### src/rtl/dds_hop_ctrl.sv
// Frequency-hop scheduler: plays (step, cnt, dwell) entries from a small table
// into the DDS step/cnt/clr inputs, one entry per hop, one-shot or looping.
module dds_hop_ctrl #(
  parameter int DEPTH = 16,
  parameter int AW    = 4
) (
  input  logic          clk,
  input  logic          rst,
  input  logic          wr_en,
  input  logic [AW-1:0] wr_addr,
  input  logic [39:0]   wr_data,
  input  logic          start,
  input  logic          stop,
  input  logic          loop_en,
  input  logic [AW:0]   num_hops,
  output logic [7:0]    dds_step,
  output logic [15:0]   dds_cnt,
  output logic          dds_clr,
  output logic          busy,
  output logic [AW-1:0] hop_idx,
  output logic          done
);

  localparam logic [1:0] S_IDLE = 2'd0;
  localparam logic [1:0] S_LOAD = 2'd1;
  localparam logic [1:0] S_RUN  = 2'd2;
  localparam logic [1:0] S_DONE = 2'd3;

  localparam logic [AW:0] DEPTH_W = (AW+1)'(DEPTH);

  logic [1:0]    state_r;
  logic [1:0]    state_s;
  logic [AW-1:0] idx_r;
  logic [AW-1:0] idx_s;
  logic [AW:0]   idx_inc_s;
  logic [AW:0]   hops_r;
  logic [AW:0]   hops_clamp_s;
  logic [15:0]   dwell_r;
  logic [15:0]   dwell_load_s;
  logic [39:0]   mem_r [DEPTH];
  logic [39:0]   rd_data_r;
  logic          abort_s;

  assign idx_inc_s    = {1'b0, idx_r} + {{AW{1'b0}}, 1'b1};
  assign hops_clamp_s = (num_hops > DEPTH_W) ? DEPTH_W : num_hops;
  assign dwell_load_s = (rd_data_r[15:0] == 16'd0) ? 16'd0 : (rd_data_r[15:0] - 16'd1);
  assign abort_s      = stop && (state_r != S_IDLE);

  // Next state and next table index; stop overrides every non-idle transition.
  always_comb begin
    state_s = state_r;
    idx_s   = idx_r;
    case (state_r)
      S_IDLE: begin
        if (start && !stop && (num_hops != {(AW+1){1'b0}})) begin
          state_s = S_LOAD;
          idx_s   = {AW{1'b0}};
        end else begin
          state_s = S_IDLE;
        end
      end
      S_LOAD: state_s = S_RUN;
      S_RUN: begin
        if (dwell_r != 16'd0) begin
          state_s = S_RUN;
        end else if (idx_inc_s < hops_r) begin
          state_s = S_LOAD;
          idx_s   = idx_inc_s[AW-1:0];
        end else if (loop_en) begin
          state_s = S_LOAD;
          idx_s   = {AW{1'b0}};
        end else begin
          state_s = S_DONE;
        end
      end
      S_DONE:  state_s = S_IDLE;
      default: state_s = S_IDLE;
    endcase
    if (abort_s) begin
      state_s = S_IDLE;
    end else begin
      state_s = state_s;
    end
  end

  // Hop table: the read is addressed by the next index, so the entry is
  // captured on the edge that enters LOAD; a same-edge write yields old data.
  always_ff @(posedge clk) begin
    if (wr_en) begin
      mem_r[wr_addr] <= wr_data;
    end
    rd_data_r <= mem_r[idx_s];
  end

  // Sequencer state and registered DDS-facing outputs.
  always_ff @(posedge clk) begin
    if (!rst) begin
      state_r  <= S_IDLE;
      idx_r    <= {AW{1'b0}};
      hops_r   <= {(AW+1){1'b0}};
      dwell_r  <= 16'd0;
      dds_step <= 8'd0;
      dds_cnt  <= 16'd0;
      dds_clr  <= 1'b0;
      busy     <= 1'b0;
      hop_idx  <= {AW{1'b0}};
      done     <= 1'b0;
    end else begin
      state_r <= state_s;
      idx_r   <= idx_s;
      busy    <= (state_s != S_IDLE);
      dds_clr <= 1'b0;
      done    <= 1'b0;
      if (abort_s) begin
        dds_step <= 8'd0;
        dds_cnt  <= 16'd0;
        dds_clr  <= 1'b1;
      end else begin
        case (state_r)
          S_IDLE: begin
            dds_step <= 8'd0;
            if (state_s == S_LOAD) begin
              hops_r <= hops_clamp_s;
            end
          end
          S_LOAD: begin
            dds_step <= rd_data_r[39:32];
            dds_cnt  <= rd_data_r[31:16];
            hop_idx  <= idx_r;
            dds_clr  <= 1'b1;
            dwell_r  <= dwell_load_s;
          end
          S_RUN: begin
            if (dwell_r != 16'd0) begin
              dwell_r <= dwell_r - 16'd1;
            end
          end
          S_DONE: begin
            done     <= 1'b1;
            dds_step <= 8'd0;
          end
          default: begin
            dds_step <= 8'd0;
          end
        endcase
      end
    end
  end

endmodule

### config.mk
export PLATFORM = sky130hd
export DESIGN_NAME = dds_hop_ctrl
export DESIGN_NICKNAME = d
export VERILOG_FILES = /design/src/rtl/dds_hop_ctrl.sv
export SDC_FILE = /design/constraint.sdc
export NUM_CORES = 1
export LEC_CHECK = 0
export ABC_AREA = 0
export ABC_CLOCK_PERIOD_IN_PS = 5200
export BUFFER_PORTS_ARGS = -buffer_cell sky130_fd_sc_hd__buf_2
export CORE_MARGIN = 2
export CORE_UTILIZATION = 45
export CTS_BUF_LIST = sky130_fd_sc_hd__clkbuf_4 sky130_fd_sc_hd__clkbuf_8
export DETAILED_ROUTE_END_ITERATION = 7
export GPL_TIMING_DRIVEN = 0
export PLACE_DENSITY = 0.59
export SYNTH_ARGS = -nofsm -noshare
export SYNTH_HDL_FRONTEND = slang
export SYNTH_SLANG_ARGS = --single-unit
### constraint.sdc
create_clock -name clk -period 5.2 [get_ports clk]
set_input_delay 0.78 -clock clk [delete_from_list [all_inputs] [get_ports clk]]
set_output_delay 0.78 -clock clk [all_outputs]
set_load 0.1 [all_outputs]
==> results.sh <==
export IMPL_clk_latency_ns=0.73
export IMPL_cts_sinks=738
export IMPL_dr_pass1_iters=5
export IMPL_maxCapViolations=0
export IMPL_hold_path_class="input pin to register"
export IMPL_grt_max_degree=22
export IMPL_fp_dieW_um=255
export IMPL_ys_seq_area_share_pct=75.0
export IMPL_synth_ff_type="edfxtp_1"
export IMPL_htreeDepth=3
export IMPL_crit_required_ns=5.73
export IMPL_slew_viol_final=0
export IMPL_synth_cell_type_count=58
export IMPL_synth_area_leaders="edfxtp_1, mux2i_1, dfxtp_1"
export IMPL_drive_above_1_share_pct=20.3
export IMPL_period_share_pct=95.7
export IMPL_fp_dieH_um=255
export IMPL_hold_violations=0
export IMPL_fin_crit_ns=4.97
export IMPL_cellPowerDensity_nw_per_um2=359
export IMPL_max_freq_ghz=0.201
export IMPL_synthArstFlopShare_pct=0
export IMPL_synth_edff_count=640
export IMPL_syn_area_um2=28300
export IMPL_syn_nets=1755
export IMPL_port_buffers=85
export IMPL_relSlewSlack_pct=27.5
export IMPL_hpwl_mm=45.9
export IMPL_cts_path_max_buffers=3
export IMPL_drt_iter0_markers=1537
export IMPL_ant_nets=0
export IMPL_finalSetupViolCount=0
export IMPL_grt_pass1_wl_mm=102
export IMPL_totalWireLength_mm=70.5
export IMPL_yosysTopAreaCell="edfxtp_1"
export IMPL_hold_slack_ns=0.341
export IMPL_grt_pass1_vias=15600
export IMPL_layout_nets=1998
export IMPL_ios=86
export IMPL_final_util_pct=53.2
export IMPL_grt_use_total_pct=21.8
export IMPL_end_kind="register"
export IMPL_rows=91
export IMPL_critical_path_class="register to register"
export IMPL_wl_per_cell_um=24.5
export IMPL_power_leakage_nw=13.1
export IMPL_die_area_um2=64800
export IMPL_cts_buffers=116
export IMPL_initial_core_util_pct=45.6
export IMPL_routed_via_count=16000
export IMPL_synth_seq_cells=738
export IMPL_via_per_inst=5.58
export IMPL_post_cts_buffers=0
export IMPL_gp_congestion=0.803
export IMPL_grt_antenna_before_repair=8
export IMPL_arrival_ns=5.50
export IMPL_worstPathMaxFanout=10
export IMPL_crit_chain="clkbuf_1, nand3_1, xnor2_1, ha_1, a21oi_1, a21oi_1, o41a_1, a221oi_1, clkbuf_1, buf_2, buf_2, mux2i_1, o22ai_1, or4_1"
export IMPL_area_growth_pct=16.7
export IMPL_status="complete, no violations"
export IMPL_worst_clock_skew_ns=0.0298
export IMPL_avgSynthCellArea_um2=16.7
export IMPL_ir_drop_mv=0.244
export IMPL_grt_ovfl_total=0
export IMPL_cts_root_buffer="clkbuf_8"
export IMPL_yosys_warnings=0
export IMPL_cpMaxStageDelayCell="or4_1"
export IMPL_start_kind="register"
export IMPL_rsz0062_at_grt="false"
export IMPL_drc=0
export IMPL_core_area_um2=61900
export IMPL_synthCells=1688
export IMPL_tritoncts="built"
export IMPL_yosys_area_top_type_share_pct=68.0
export IMPL_max_stage_delay_ns=0.70
export IMPL_worst_slew_pin_slew_ns=1.09
export IMPL_clk_pin_slew_ns=0.06
## layout make-up
cell class,count,area (µm²)
fill,5113,29000
sequential,738,21200
multi-input combinational,845,6710
clock buffer,177,2120
timing repair buffer,126,1210
tap,837,1050
buffer,88,415
clock inverter,43,209
inverter,16,60.1
antenna,3,7.51
## worst paths after layout
check / start / to / slack (ns) / depth (start not counted)
worst max-delay path: idx_r[0] / rd_data_r[1] / 0.23 / 14
worst max register to register: idx_r[0] / rd_data_r[1] / 0.23 / 14
worst min register to register: hop_idx[0] / hop_idx[0] / 0.46 / 2
worst min-delay path: rst / done / 0.34 / 2
## power by group
| group | switching, mW | internal [mW] | total [mW] |
|---|---|---|---|
| clock | 2.21 | 2.61 | 4.82 |
| combinational | 0.303 | 0.120 | 0.423 |
| sequential | 0.0423 | 6.56 | 6.60 |
## synth_stat cells, types with 2 or more instances
cell type    n
nand2_1     29
nor4_1       3
o32ai_1      5
nor2b_1      3
xor2_1       7
or4_4        3
o31a_1       2
o221ai_1     2
o31ai_1      2
ha_1        12
buf_4        4
inv_1       16
buf_2       53
nand3b_1    10
or3_1        6
xnor2_1      9
a21oi_1     22
or4b_1       2
o21ai_0     23
nor3_1      15
o21ai_1      2
nor2_1      74
or2_2        3
or4_1       44
a22oi_1     13
o31ai_4      2
nand2b_1    10
clkbuf_1    30
buf_1        2
and3_1       3
or3b_2       2
mux2i_1    337
dfxtp_1     98
nand3_1     11
o22ai_1    167
edfxtp_1   640
## logic make-up after synthesis
kind of cell | share of synthesized area (%)
mux | 11.9
simple gates | 4.41
fa+ha+maj | 0.531
buf+inv | 1.68
flops | 75.0
xor+xnor | 0.496
compound gates | 5.98
## worst max-delay path: cells and delay by family (launching register included)
family / cells / cell delay (ns)
AO/OA/AOI/OAI: 5 / 1.31
flip-flops: 1 / 0.33
AND/OR/NAND/NOR: 2 / 0.86
multiplexers: 1 / 0.24
buffers and inverters: 4 / 1.50
XOR/XNOR: 1 / 0.24
adder cells (fa/ha/maj): 1 / 0.30
## metal layers
metal	up-vias	GRT usage [%]	wire length, µm
met3	118	5.21	5180
li1	7238	-	-
met2	560	33.5	32100
met5	-	0	38
met4	6	5.78	1430
met1	8113	31.3	31800
## layout by cell type (no fill, tap or decap), drive strengths merged, types with 10 or more instances in the layout
cell type	n
nand2b	10
nand3	11
edfxtp	640
o22ai	167
nor2	74
or4	47
nand2	29
clkinv	37
a21oi	23
nor3	15
ha	12
mux2i	337
inv	20
nand3b	10
dfxtp	98
clkbuf	208
buf	183
o21ai	25
a22oi	13
## through the flow
stage / instance area [µm²] / total power [mW] / instances / setup WS [ns] / TNS [ns]
2_1_floorplan: 28300 / 6.94 / 1688 / 0.678 / 0
5_1_grt: 33000 / 12.2 / 2872 / 0.0144 / 0
3_5_place_dp: 30600 / 7.15 / 2651 / 0.265 / 0
4_1_cts: 33000 / 11.9 / 2871 / 0.262 / 0
6_report: 33000 / 11.8 / 2873 / 0.225 / 0
3_3_place_gp: 29700 / 7.11 / 2610 / -2.72 / -554.52
## registers in the layout, summed over array words and instances (netlist names)
| signal | flops |
|---|---|
| mem_r | 640 |
| idx_r | 4 |
| dds_clr | 1 |
| busy | 1 |
| hop_idx | 4 |
| rd_data_r | 40 |
| state_r | 2 |
| dds_step | 8 |
| dds_cnt | 16 |
| dwell_r | 16 |
| done | 1 |
| hops_r | 5 |
## timing repair
item                                    4_1_cts  5_1_grt
endpoints found under the setup margin        0        2
hold buffers                                  0        0
resized for setup                             0        1
(Power assumes the default switching activity.)
